==> src/rtl/ps2_pkg.sv <==
// Shared constants and types for the PS/2 key event tracker.
package ps2_pkg;

  localparam logic [7:0] PS2_EXT = 8'hE0;
  localparam logic [7:0] PS2_BRK = 8'hF0;

  typedef enum logic [1:0] {
    IDLE = 2'd0,
    E0   = 2'd1,
    F0   = 2'd2,
    E0F0 = 2'd3
  } dec_state_t;

  typedef struct packed {
    logic [7:0] code;
    logic       ext;
    logic       brk;
    logic       rpt;
  } ps2_event_t;

endpackage

==> src/rtl/ps2_ev_fifo.sv <==
// First-word-fall-through event FIFO; a push while full is accepted only
// when a pop frees the head slot in the same cycle.
module ps2_ev_fifo
  import ps2_pkg::*;
#(
  parameter int DEPTH = 8
) (
  input  logic       clk,
  input  logic       clrn,
  input  logic       push,
  input  ps2_event_t wr_data,
  input  logic       pop,
  output ps2_event_t rd_data,
  output logic       empty,
  output logic       full
);

  localparam int AW = $clog2(DEPTH);

  ps2_event_t mem [DEPTH];
  logic [AW:0] wr_ptr_reg;
  logic [AW:0] rd_ptr_reg;
  logic        do_push;
  logic        do_pop;

  assign empty   = (wr_ptr_reg == rd_ptr_reg);
  assign full    = (wr_ptr_reg[AW] != rd_ptr_reg[AW]) &&
                   (wr_ptr_reg[AW-1:0] == rd_ptr_reg[AW-1:0]);
  assign do_pop  = pop && !empty;
  assign do_push = push && (!full || do_pop);
  assign rd_data = mem[rd_ptr_reg[AW-1:0]];

  always_ff @(posedge clk) begin
    if (do_push) begin
      mem[wr_ptr_reg[AW-1:0]] <= wr_data;
    end
  end

  always_ff @(posedge clk or negedge clrn) begin
    if (!clrn) begin
      wr_ptr_reg <= '0;
      rd_ptr_reg <= '0;
    end else begin
      if (do_push) wr_ptr_reg <= wr_ptr_reg + (AW+1)'(1);
      if (do_pop)  rd_ptr_reg <= rd_ptr_reg + (AW+1)'(1);
    end
  end

endmodule

==> src/rtl/ps2_key_event_tracker.sv <==
// Decodes PS/2 set-2 scan bytes into make/break events, counts new presses and
// tracks held keys. Define PS2_TRACKER_REPEAT_EV_EN to also emit typematic repeats.
module ps2_key_event_tracker
  import ps2_pkg::*;
#(
  parameter int FIFO_DEPTH = 8,
  parameter int CNT_W      = 8,
  parameter int N_HELD     = 4
) (
  input  logic                         clk,
  input  logic                         clrn,
  input  logic [7:0]                   ps2_data,
  input  logic                         ps2_ready,
  input  logic                         ps2_overflow,
  output logic                         nextdata_n,
  output logic                         ev_valid,
  input  logic                         ev_ready,
  output logic [7:0]                   ev_code,
  output logic                         ev_ext,
  output logic                         ev_break,
  output logic                         ev_repeat,
  output logic [CNT_W-1:0]             press_count,
  output logic [$clog2(N_HELD+1)-1:0]  held_count,
  output logic                         ev_drop,
  output logic                         rx_err
);

  localparam int HC_W = $clog2(N_HELD+1);

  dec_state_t       state_reg, state_next;
  logic             pop_pending_reg;
  logic             consume;
  logic             code_ev, is_ext, is_brk;
  logic [8:0]       cur_key;
  logic [8:0]       key_reg [N_HELD];
  logic [N_HELD-1:0] valid_reg;
  logic [N_HELD-1:0] hit, free_slots, first_free, ins_sel, rem_sel;
  logic             key_held, new_press, is_repeat, is_break;
  logic             ev_push, ev_pop, fifo_empty, fifo_full;
  ps2_event_t       ev_wr, ev_head;
  logic [CNT_W-1:0] press_count_reg;
  logic             ev_drop_reg, rx_err_reg;
  logic [HC_W-1:0]  held_sum;

  // One pop pulse per consumed byte; no consumption while the pulse is out.
  assign consume    = ps2_ready && !pop_pending_reg;
  assign nextdata_n = ~pop_pending_reg;

  always_ff @(posedge clk or negedge clrn) begin
    if (!clrn) begin
      state_reg       <= IDLE;
      pop_pending_reg <= 1'b0;
    end else begin
      state_reg       <= state_next;
      pop_pending_reg <= consume;
    end
  end

  always_comb begin
    state_next = state_reg;
    code_ev    = 1'b0;
    is_ext     = 1'b0;
    is_brk     = 1'b0;
    if (ps2_overflow) begin
      state_next = IDLE;
    end else if (consume) begin
      unique case (state_reg)
        IDLE: begin
          if (ps2_data == PS2_EXT)      state_next = E0;
          else if (ps2_data == PS2_BRK) state_next = F0;
          else                          code_ev = 1'b1;
        end
        E0: begin
          is_ext = 1'b1;
          if (ps2_data == PS2_BRK) state_next = E0F0;
          else                     code_ev = 1'b1;
        end
        F0: begin
          is_brk  = 1'b1;
          code_ev = 1'b1;
        end
        E0F0: begin
          is_ext  = 1'b1;
          is_brk  = 1'b1;
          code_ev = 1'b1;
        end
      endcase
      if (code_ev) state_next = IDLE;
    end
  end

  assign cur_key    = {is_ext, ps2_data};
  assign key_held   = |hit;
  assign new_press  = code_ev && !is_brk && !key_held;
  assign is_repeat  = code_ev && !is_brk && key_held;
  assign is_break   = code_ev && is_brk;
  assign free_slots = ~valid_reg;
  // Isolate the lowest free slot so a new key lands in exactly one place.
  assign first_free = free_slots & (~free_slots + N_HELD'(1));
  assign ins_sel    = first_free & {N_HELD{new_press}};
  assign rem_sel    = hit & {N_HELD{is_break}};

  generate
    for (genvar gi = 0; gi < N_HELD; gi++) begin : g_slot
      assign hit[gi] = valid_reg[gi] && (key_reg[gi] == cur_key);

      always_ff @(posedge clk or negedge clrn) begin
        if (!clrn) begin
          valid_reg[gi] <= 1'b0;
          key_reg[gi]   <= '0;
        end else if (ins_sel[gi]) begin
          valid_reg[gi] <= 1'b1;
          key_reg[gi]   <= cur_key;
        end else if (rem_sel[gi]) begin
          valid_reg[gi] <= 1'b0;
        end
      end
    end
  endgenerate

  always_comb begin
    held_sum = '0;
    for (int i = 0; i < N_HELD; i++) begin
      held_sum = held_sum + HC_W'(valid_reg[i]);
    end
  end

`ifdef PS2_TRACKER_REPEAT_EV_EN
  assign ev_push = new_press || is_break || is_repeat;
  assign ev_wr   = '{code: ps2_data, ext: is_ext, brk: is_brk, rpt: is_repeat};
`else
  assign ev_push = new_press || is_break;
  assign ev_wr   = '{code: ps2_data, ext: is_ext, brk: is_brk, rpt: 1'b0};
`endif

  assign ev_pop = ev_valid && ev_ready;

  ps2_ev_fifo #(.DEPTH(FIFO_DEPTH)) u_fifo (
    .clk     (clk),
    .clrn    (clrn),
    .push    (ev_push),
    .wr_data (ev_wr),
    .pop     (ev_pop),
    .rd_data (ev_head),
    .empty   (fifo_empty),
    .full    (fifo_full)
  );

  always_ff @(posedge clk or negedge clrn) begin
    if (!clrn) begin
      press_count_reg <= '0;
      ev_drop_reg     <= 1'b0;
      rx_err_reg      <= 1'b0;
    end else begin
      if (new_press) press_count_reg <= press_count_reg + CNT_W'(1);
      if (ev_push && fifo_full && !ev_pop) ev_drop_reg <= 1'b1;
      if (ps2_overflow) rx_err_reg <= 1'b1;
    end
  end

  assign ev_valid    = !fifo_empty;
  assign ev_code     = ev_valid ? ev_head.code : 8'h00;
  assign ev_ext      = ev_valid && ev_head.ext;
  assign ev_break    = ev_valid && ev_head.brk;
  assign press_count = press_count_reg;
  assign held_count  = held_sum;
  assign ev_drop     = ev_drop_reg;
  assign rx_err      = rx_err_reg;

`ifdef PS2_TRACKER_REPEAT_EV_EN
  assign ev_repeat = ev_valid && ev_head.rpt;
`else
  logic unused_rpt;
  assign unused_rpt = ev_head.rpt;
  assign ev_repeat  = 1'b0;
`endif

endmodule

==> config.mk <==
export PLATFORM = sky130hd
export DESIGN_NAME = ps2_key_event_tracker
export DESIGN_NICKNAME = d
export VERILOG_FILES = /design/src/rtl/ps2_pkg.sv /design/src/rtl/ps2_ev_fifo.sv /design/src/rtl/ps2_key_event_tracker.sv
export SDC_FILE = /design/constraint.sdc
export NUM_CORES = 1
export LEC_CHECK = 0
export CAP_MARGIN = 25
export CORE_MARGIN = 10
export CORE_UTILIZATION = 35
export CTS_CLUSTER_SIZE = 25
export DETAILED_ROUTE_END_ITERATION = 8
export GPL_TIMING_DRIVEN = 0
export PLACE_DENSITY = 0.54
export SLEW_MARGIN = 20
export SYNTH_ARGS = -nofsm -noshare
export SYNTH_HDL_FRONTEND = slang
export SYNTH_SLANG_ARGS = --single-unit
==> constraint.sdc <==
create_clock -name clk -period 4.05 [get_ports clk]
set_clock_uncertainty 0.05 [all_clocks]
set_input_delay 0.81 -clock clk [delete_from_list [all_inputs] [get_ports clk]]
set_output_delay 0.81 -clock clk [all_outputs]
set_load 0.02 [all_outputs]
# Word level (Yosys, flattened, before mapping)
# Memories as Yosys holds them, arrays and structs flattened.
# Index checks and enable logic that the tools add are counted.
# W data, S select, Z words.
op_classes:
  add_sub_neg: 7
  eq_ne: 14
  muxes: 31
  bitwise: 6
  n_reduce_logical: 35
op_table:
  columns: ["cell", "n"]
  rows:
  - ["$eq A9 B9 Y1", 4]
  - ["$mux W1", 22]
  - ["$eq A8 B8 Y1 const B", 2]
  - ["$logic_and A1 B1 Y1", 16]
  - ["$add A4 B1 Y4 const B", 3]
  - ["$and A4 B4 Y4", 3]
  - ["$mux W2", 6]
  - ["$reduce_bool A2 Y1", 5]
  - ["$add A8 B1 Y8 const B", 1]
  - ["$mux W8", 1]
  - ["$not A4 Y4", 2]
  - ["$logic_not A1 Y1", 6]
  - ["$ne A5 B5 Y1 const B", 1]
  - ["$eq A2 B2 Y1 const B", 2]
  - ["$eq A4 B4 Y1", 1]
  - ["$ne A4 B4 Y1 const B", 1]
  - ["$pmux W2 S2", 1]
  - ["$reduce_and A4 Y1", 1]
  - ["$reduce_bool A4 Y1", 1]
  - ["$reduce_or A2 Y1", 2]
  - ["$reduce_or A4 Y1", 1]
  - ["$add A2 B1 Y3", 1]
  - ["$add A3 B1 Y3", 1]
  - ["$eq A3 B3 Y1", 1]
  - ["7 further kinds", 8]
word_totals:
  regBits: 61
  mem_bits_rw: 80
  inputBits: 13
  output_inout_bits: 26
  elab_cells: 109
  memories: 1
mem_list:
  columns: ["memory", "words", "word_bits", "read_ports", "rd_clocked_by_memory_dff", "write_ports", "line", "source"]
  rows:
  - ["u_fifo.mem", 8, 10, 1, 0, 1, "ps2_ev_fifo.sv:20", "ps2_event_t mem [DEPTH];"]

# Depth between registers and ports, before layout
# Gate-level depths: netlist of run 1.
depth:
  ltp_word: 14
  mapped_depth: 8

# Hierarchy
# A second synthesis of run 1 with hierarchy kept.
hier_totals:
  cells_unflattened: 421
  area_unflattened_um2: 6764.0
by_module_without_submodules:
  columns: ["mod", "instances", "cells_each", "area_each_um2", "seq_area_each_um2"]
  rows:
  - ["ps2_ev_fifo", 1, 185, 3876.2, 2842.7]
  - ["ps2_key_event_tracker", 1, 236, 2887.8, 1326.3]

# Worst setup path after synthesis of run 1
# Ideal clock, no wire load.
synth_timing:
  kind: "input to register"
  start: "in ps2_overflow"
  end: "mem u_fifo.mem[1][0] in the netlist's numbering (enable)"
  setup_time_ns: 0.408
  arrival_ns: 3.339
  t_required_ns: 3.592
  slack_ns: 0.254
  cell_stages: 7
  path_buffers: 1
  path_cell_list: "and4bb_1 -> buf_6 -> xor2_1 -> nor4_1 -> nor4_4 -> o21ai_2 -> nor4b_1"
synth_between:
  elab_chain_len: 10
  elab_cells_between_ends: 21
  classes_between: "eq/ne: 4; mux: 5; reduce/logical: 12"
synth_lines:
  columns: ["item", "line", "source"]
  rows:
  - ["start, declared", "ps2_key_event_tracker.sv:14", "input logic ps2_overflow,"]
  - ["$mux W1 (*)", "ps2_key_event_tracker.sv:64", "if (ps2_overflow) begin"]
  - ["via is_ext", "ps2_key_event_tracker.sv:33", "logic code_ev, is_ext, is_brk;"]
  - ["$eq A9 B9 Y1", "ps2_key_event_tracker.sv:105", "assign hit[gi] = valid_reg[gi] && (key_reg[gi] == cur_key);"]
  - ["$logic_and A1 B1 Y1", "ps2_key_event_tracker.sv:105", null]
  - ["$reduce_or A4 Y1 (*)", "ps2_key_event_tracker.sv:93", "assign key_held = |hit;"]
  - ["$logic_not A1 Y1 (*)", "ps2_key_event_tracker.sv:94", "assign new_press = code_ev && !is_brk && !key_held;"]
  - ["$logic_and A1 B1 Y1 (*)", "ps2_key_event_tracker.sv:94", null]
  - ["$logic_or A1 B1 Y1 (*)", "ps2_key_event_tracker.sv:132", "assign ev_push = new_press || is_break;"]
  - ["$logic_and A1 B1 Y1 (*)", "ps2_ev_fifo.sv:30", "assign do_push = push && (!full || do_pop);"]
  - ["$mux W1 (*)", "ps2_ev_fifo.sv:34", "if (do_push) begin"]
  - ["$mux W1 (implied by the code) (*)", "ps2_ev_fifo.sv:35", "mem[wr_ptr_reg[AW-1:0]] <= wr_data;"]
  - ["end, declared", "ps2_ev_fifo.sv:20", null]
# Mark *: on every way through the listed nets, which the timed path passes. The rest lies on a longest branch.

# Worst setup path after layout of run 1
layout_timing:
  start: "reg u_fifo.rd_ptr_reg[0]"
  end: "out ev_ext"
layout_between:
  elab_chain_len: 3
  elab_cells_between_ends: 4
  classes_between: "eq/ne: 1; reduce/logical: 2; memory: 1"
layout_lines:
  columns: ["item", "line", "source"]
  rows:
  - ["start, declared", "ps2_ev_fifo.sv:22", "logic [AW:0] rd_ptr_reg;"]
  - ["start signal, assigned", "ps2_ev_fifo.sv:45", "if (do_pop) rd_ptr_reg <= rd_ptr_reg + (AW+1)'(1);"]
  - ["branches (longest 2 deep; another with $mem_v2 Z8 W10)", null, null]
  - ["$logic_and A1 B1 Y1 (*)", "ps2_key_event_tracker.sv:163", "assign ev_ext = ev_valid && ev_head.ext;"]
  - ["end, declared", "ps2_key_event_tracker.sv:19", "output logic ev_ext,"]
# Every way passes the cells marked *.

==> results by stage, run 1 <==
Outcome:
- The flow ran to the end, and the final reports show no timing, DRC or antenna violations.

Synth:
- The per-instance average area after synthesis is around 16 µm².
- The count of yosys warnings during synthesis is 0.
- In this run, synthesis inferred 80 flip-flops with an integrated enable.
- Of all flip-flops after synthesis, the portion carrying an async set or reset was 0.433.
- The sequential cell area fraction in the yosys report is 0.636.
- Of the post-synthesis cell area, the dominant cell type holds 0.389.
- The count of state elements after synthesis is approximately 140.
- Ranked by total cell area, the synthesized netlist is headed by sky130_fd_sc_hd__edfxtp_1 (39%), sky130_fd_sc_hd__dfrtp_1 (25%), sky130_fd_sc_hd__mux4_2 (7.3%).
- In the synthesized netlist the dominant register cell turns out to be sky130_fd_sc_hd__edfxtp_1.
- In this run the cell area of the synthesized design comes to just over 0.006 mm².
- Counting every net in the synthesized netlist gives 415.
- The number of distinct standard cells referenced by the synthesized netlist is 47.
- The leading area contributor after synthesis is sky130_fd_sc_hd__edfxtp_1.
- Counting every instance in the synthesized netlist gives 394.

STA:
- Setup repair after global routing left no endpoint under its margin.
- The setup total negative slack is 0 ps.
- The clock period minus final worst setup slack is 3840 ps.
- The final number of hold-violating endpoints is 0.
- The number of pins with negative max-slew slack in the final report was 0.
- The tightest hold margin is 234 ps.
- For the pin with the worst max-slew slack, the measured transition is approximately 900 ps.
- The worst max-slew margin expressed relative to the limit is 0.384.
- The final setup violation count is 0.
- Of the available clock period, the critical path in the final layout requires 0.949.
- The achievable clock frequency is 260 MHz.

Detailed routing:
- Wires add up to around 13,000 µm.
- The pre-antenna-repair detailed-routing pass consisted of 4 iterations.
- Summing over every cut layer, the via total after detailed routing is 3,402.
- For this block, the initial DRC count from the detailed router was 152.
- After detailed routing, the number of vias per cell comes to 4.85.
- The final routed DRC violation total is 0.
- The detail route stage leaves a number of antenna-violating nets equal to 0.
- After detailed routing, the average wire length per cell comes to 18.3 µm.

Critical path:
- Across all register-to-register paths, the minimum setup slack is 950 ps.
- For the worst setup path, the data required time is around 3200 ps.
- Walking the worst path, the cells encountered are clkbuf_1, clkdlybuf4s15_2, mux4_2, mux2i_1, nor2_1, clkdlybuf4s50_1.
- In this run the critical register-to-register path is launched from pop_pending_reg$_DFF_PN0_.
- The largest stage delay on the critical path is 560 ps.
- Counting cells, the worst reg-to-reg path comes to 9.
- The worst register-to-register path ends at u_fifo.mem[3][4]$_DFFE_PP_.
- The largest individual stage delay along the critical path comes from the cell sky130_fd_sc_hd__mux4_2.
- In this run the worst path has a maximum fanout of 10.
- For the worst setup path, the data arrival time is 2980 ps.
- The sort of element at the start of the critical path is a flip-flop.
- The setup path with the least slack is of type flip-flop to primary output.
- The worst setup path is captured at a primary output.

Layout:
- The antenna diode count is 0.
- The most common library cell in the layout ignoring fill and taps is sky130_fd_sc_hd__edfxtp_1.
- The area occupied by multi-input gates is 0.00213 mm².
- Of the cells placed in the final design, the portion with a size suffix greater than 1 is 0.252.
- The net count of the finished layout is 485.
- In the layout the commonest cells are sky130_fd_sc_hd__edfxtp_1 (80), sky130_fd_sc_hd__dfrtp_1 (61), sky130_fd_sc_hd__xnor2_1 (47), sky130_fd_sc_hd__clkdlybuf4s50_1 (36), sky130_fd_sc_hd__mux2_2 (30).
- The final non-filler cell area is 0.00756 mm².
- The synthesis-to-finish area growth is 22.4%.
- The filler cells instantiated in the layout total 1,565.
- The number of flip-flops in the largest register is 80.
- The sequential cells in the finished layout cover a total of 0.00393 mm².

Power:
- The post-route total power is 5.17 mW.
- The share of total power dissipated in sequential elements is 0.374.
- The analysis attributes to cell leakage a power of approximately 2.8 nW.
- The share of total power dissipated in the clock network is 0.284.
- In this run the power density over the cells is just under 700 mW/mm².
- The internal power of the cells totals about 3.6 mW.
- The net switching share of the total power is 0.309.
- Of the total power, combinational logic draws 0.342.
- IR analysis of the VDD net gives a maximum drop of 0.431 mV.
- The power dissipated by switching net loads is approximately 1.6 mW.

Run:
- The number of maximum-capacitance constraint violations is 0.

Placement:
- The count of buffers added on input and output ports is 37.
- The final HPWL from detailed placement is 9060 µm.
- At the end of routability-driven placement, the weighted congestion stood at 0.705.
- The placement-stage cell area is 0.00698 mm².

Global route:
- The fraction of met2 tracks used by global routing is 0.193.
- The initial antenna violation count is 0.
- The number of global-route vias before repair is 3,683.
- met2 is the most crowded layer.
- The wire length of the first global-routing pass is slightly above 20,000 µm.
- For this run the aggregate overflow at the end of global routing stands at 0.
- The fraction of met3 tracks used by global routing is 0.0323.
- The combined global-route utilization of all metal layers is 0.114.
- The met1 layer usage reported by global route is 0.134.
- Entering global routing, the biggest net connects 41 pins.

Floorplanning:
- In this run the standard cell core region covers 0.0173 mm².
- The initial core utilization is 0.357.
- The die covers 0.0234 mm².
- 39 I/O pins were placed.
- The die width is 153 µm.
- The die is around 150 µm tall.
- In this run the core area contains 48 standard-cell rows.

CTS:
- The worst-skew pair later-pin latency is 410 ps.
- In this run the deepest clock path goes through 2 buffers.
- The quantity of hold-fixing buffers added after cts is 0.
- CTS saw 141 sinks.
- TritonCTS created 17 clock buffers.
- The clock root buffer is sky130_fd_sc_hd__clkbuf_16.
- The TritonCTS clock tree is built.
- Clock-pin slew was measured on the worst setup and hold paths at 60 ps.
- CTS built an H-tree with a depth of 4.

Worst hold path:
- In this run the worst hold path is classified as input port to async pin.
[what timing repair did]
item / CTS / global route
resized for setup: 4 / 0
endpoints found under the setup margin: 15 / 0
setup buffers: 1 / 0
[how the worst max path moves through the flow]
stage,start,end,depth (start not counted)
2_1_floorplan,ps2_overflow,u_fifo.mem[1][0]$_DFFE_PP_,7
3_3_place_gp,ps2_ready,u_fifo.mem[3][4]$_DFFE_PP_,5
3_5_place_dp,ps2_data[4],u_fifo.mem[3][4]$_DFFE_PP_,10
4_1_cts,u_fifo.rd_ptr_reg[0]$_DFFE_PN0P_,ev_ext,6
5_1_grt,ps2_data[7],u_fifo.mem[3][4]$_DFFE_PP_,10
6_report,u_fifo.rd_ptr_reg[0]$_DFFE_PN0P_,ev_ext,6
[per-layer routing]
| metal | vias up | part of all wire |
|---|---|---|
| li1 | 1592 | - |
| met4 | 0 | 0.014 |
| met2 | 63 | 0.51 |
| met3 | 14 | 0.041 |
| met5 | - | 0 |
| met1 | 1733 | 0.43 |
[synthesized netlist by cell type, drive strengths merged, types with 3 or more instances]
cell type and instances:
mux4 20, a21oi 3, xor2 6, mux2i 10, nand3 6, clkbuf 9
nand2 14, buf 16, inv 10, mux2 39, edfxtp 80, nor2b 3
dfrtp 61, nand4 9, nor2 14, xnor2 47, nor4 7, ha 7
nor3 5, nor4b 4
[critical path: cells and delay by family, from the launching register on]
family	cells	cell delay, ps
buf+inv	3	1380
flops	1	350
mux	2	770
simple gates	1	60
[power groups by stage]
stage,Combinational [mW],Clock [mW],Sequential (mW)
after floorplan,1.16,0,1.96
after global placement,1.75,0,1.95
after detailed placement,1.81,0,1.96
after CTS,1.83,1.52,1.94
after global routing,1.94,1.58,1.96
final,1.77,1.47,1.93
[through the flow]
stage | worst slack, ps | instances | util
floorplan | 254 | 394 | -
global placement | -2240 | 656 | 0.395
detailed placement | -419 | 669 | 0.404
CTS | 110 | 702 | 0.437
global route | 1.67 | 702 | 0.437
finish | 207 | 702 | 0.437
[cell families after synthesis]
kind of cell	Yosys count	synth area share
flip-flops	141	0.636
AND/OR/NAND/NOR	73	0.0682
multiplexers	69	0.160
XOR/XNOR	53	0.0751
buffers and inverters	35	0.0263
AO/OA/AOI/OAI	14	0.0164
adder cells (fa/ha/maj)	8	0.0174
other	1	0.000607
[layout make-up]
cell class | count | area share
clock buffers | 21 | 0.0582
plain buffers | 25 | 0.0185
multi-input cells | 218 | 0.282
inverters | 10 | 0.00496
well taps | 225 | 0.0372
repair buffers | 51 | 0.0637
flip-flops and latches | 141 | 0.520
clock inverters | 11 | 0.0157
(Power assumes the default switching activity.)
==> run 2: changes to the inputs <==
SKIP_LAST_GASP = 1   (was unset)
==> results of run 2 <==
Same layout as run 1: the final DEF is identical, and so are final timing and power.
==> run 3: changes to the inputs <==
ABC_AREA = 0   (was unset)
==> results of run 3 <==
Same layout as run 1: the final DEF is identical, and so are final timing and power.
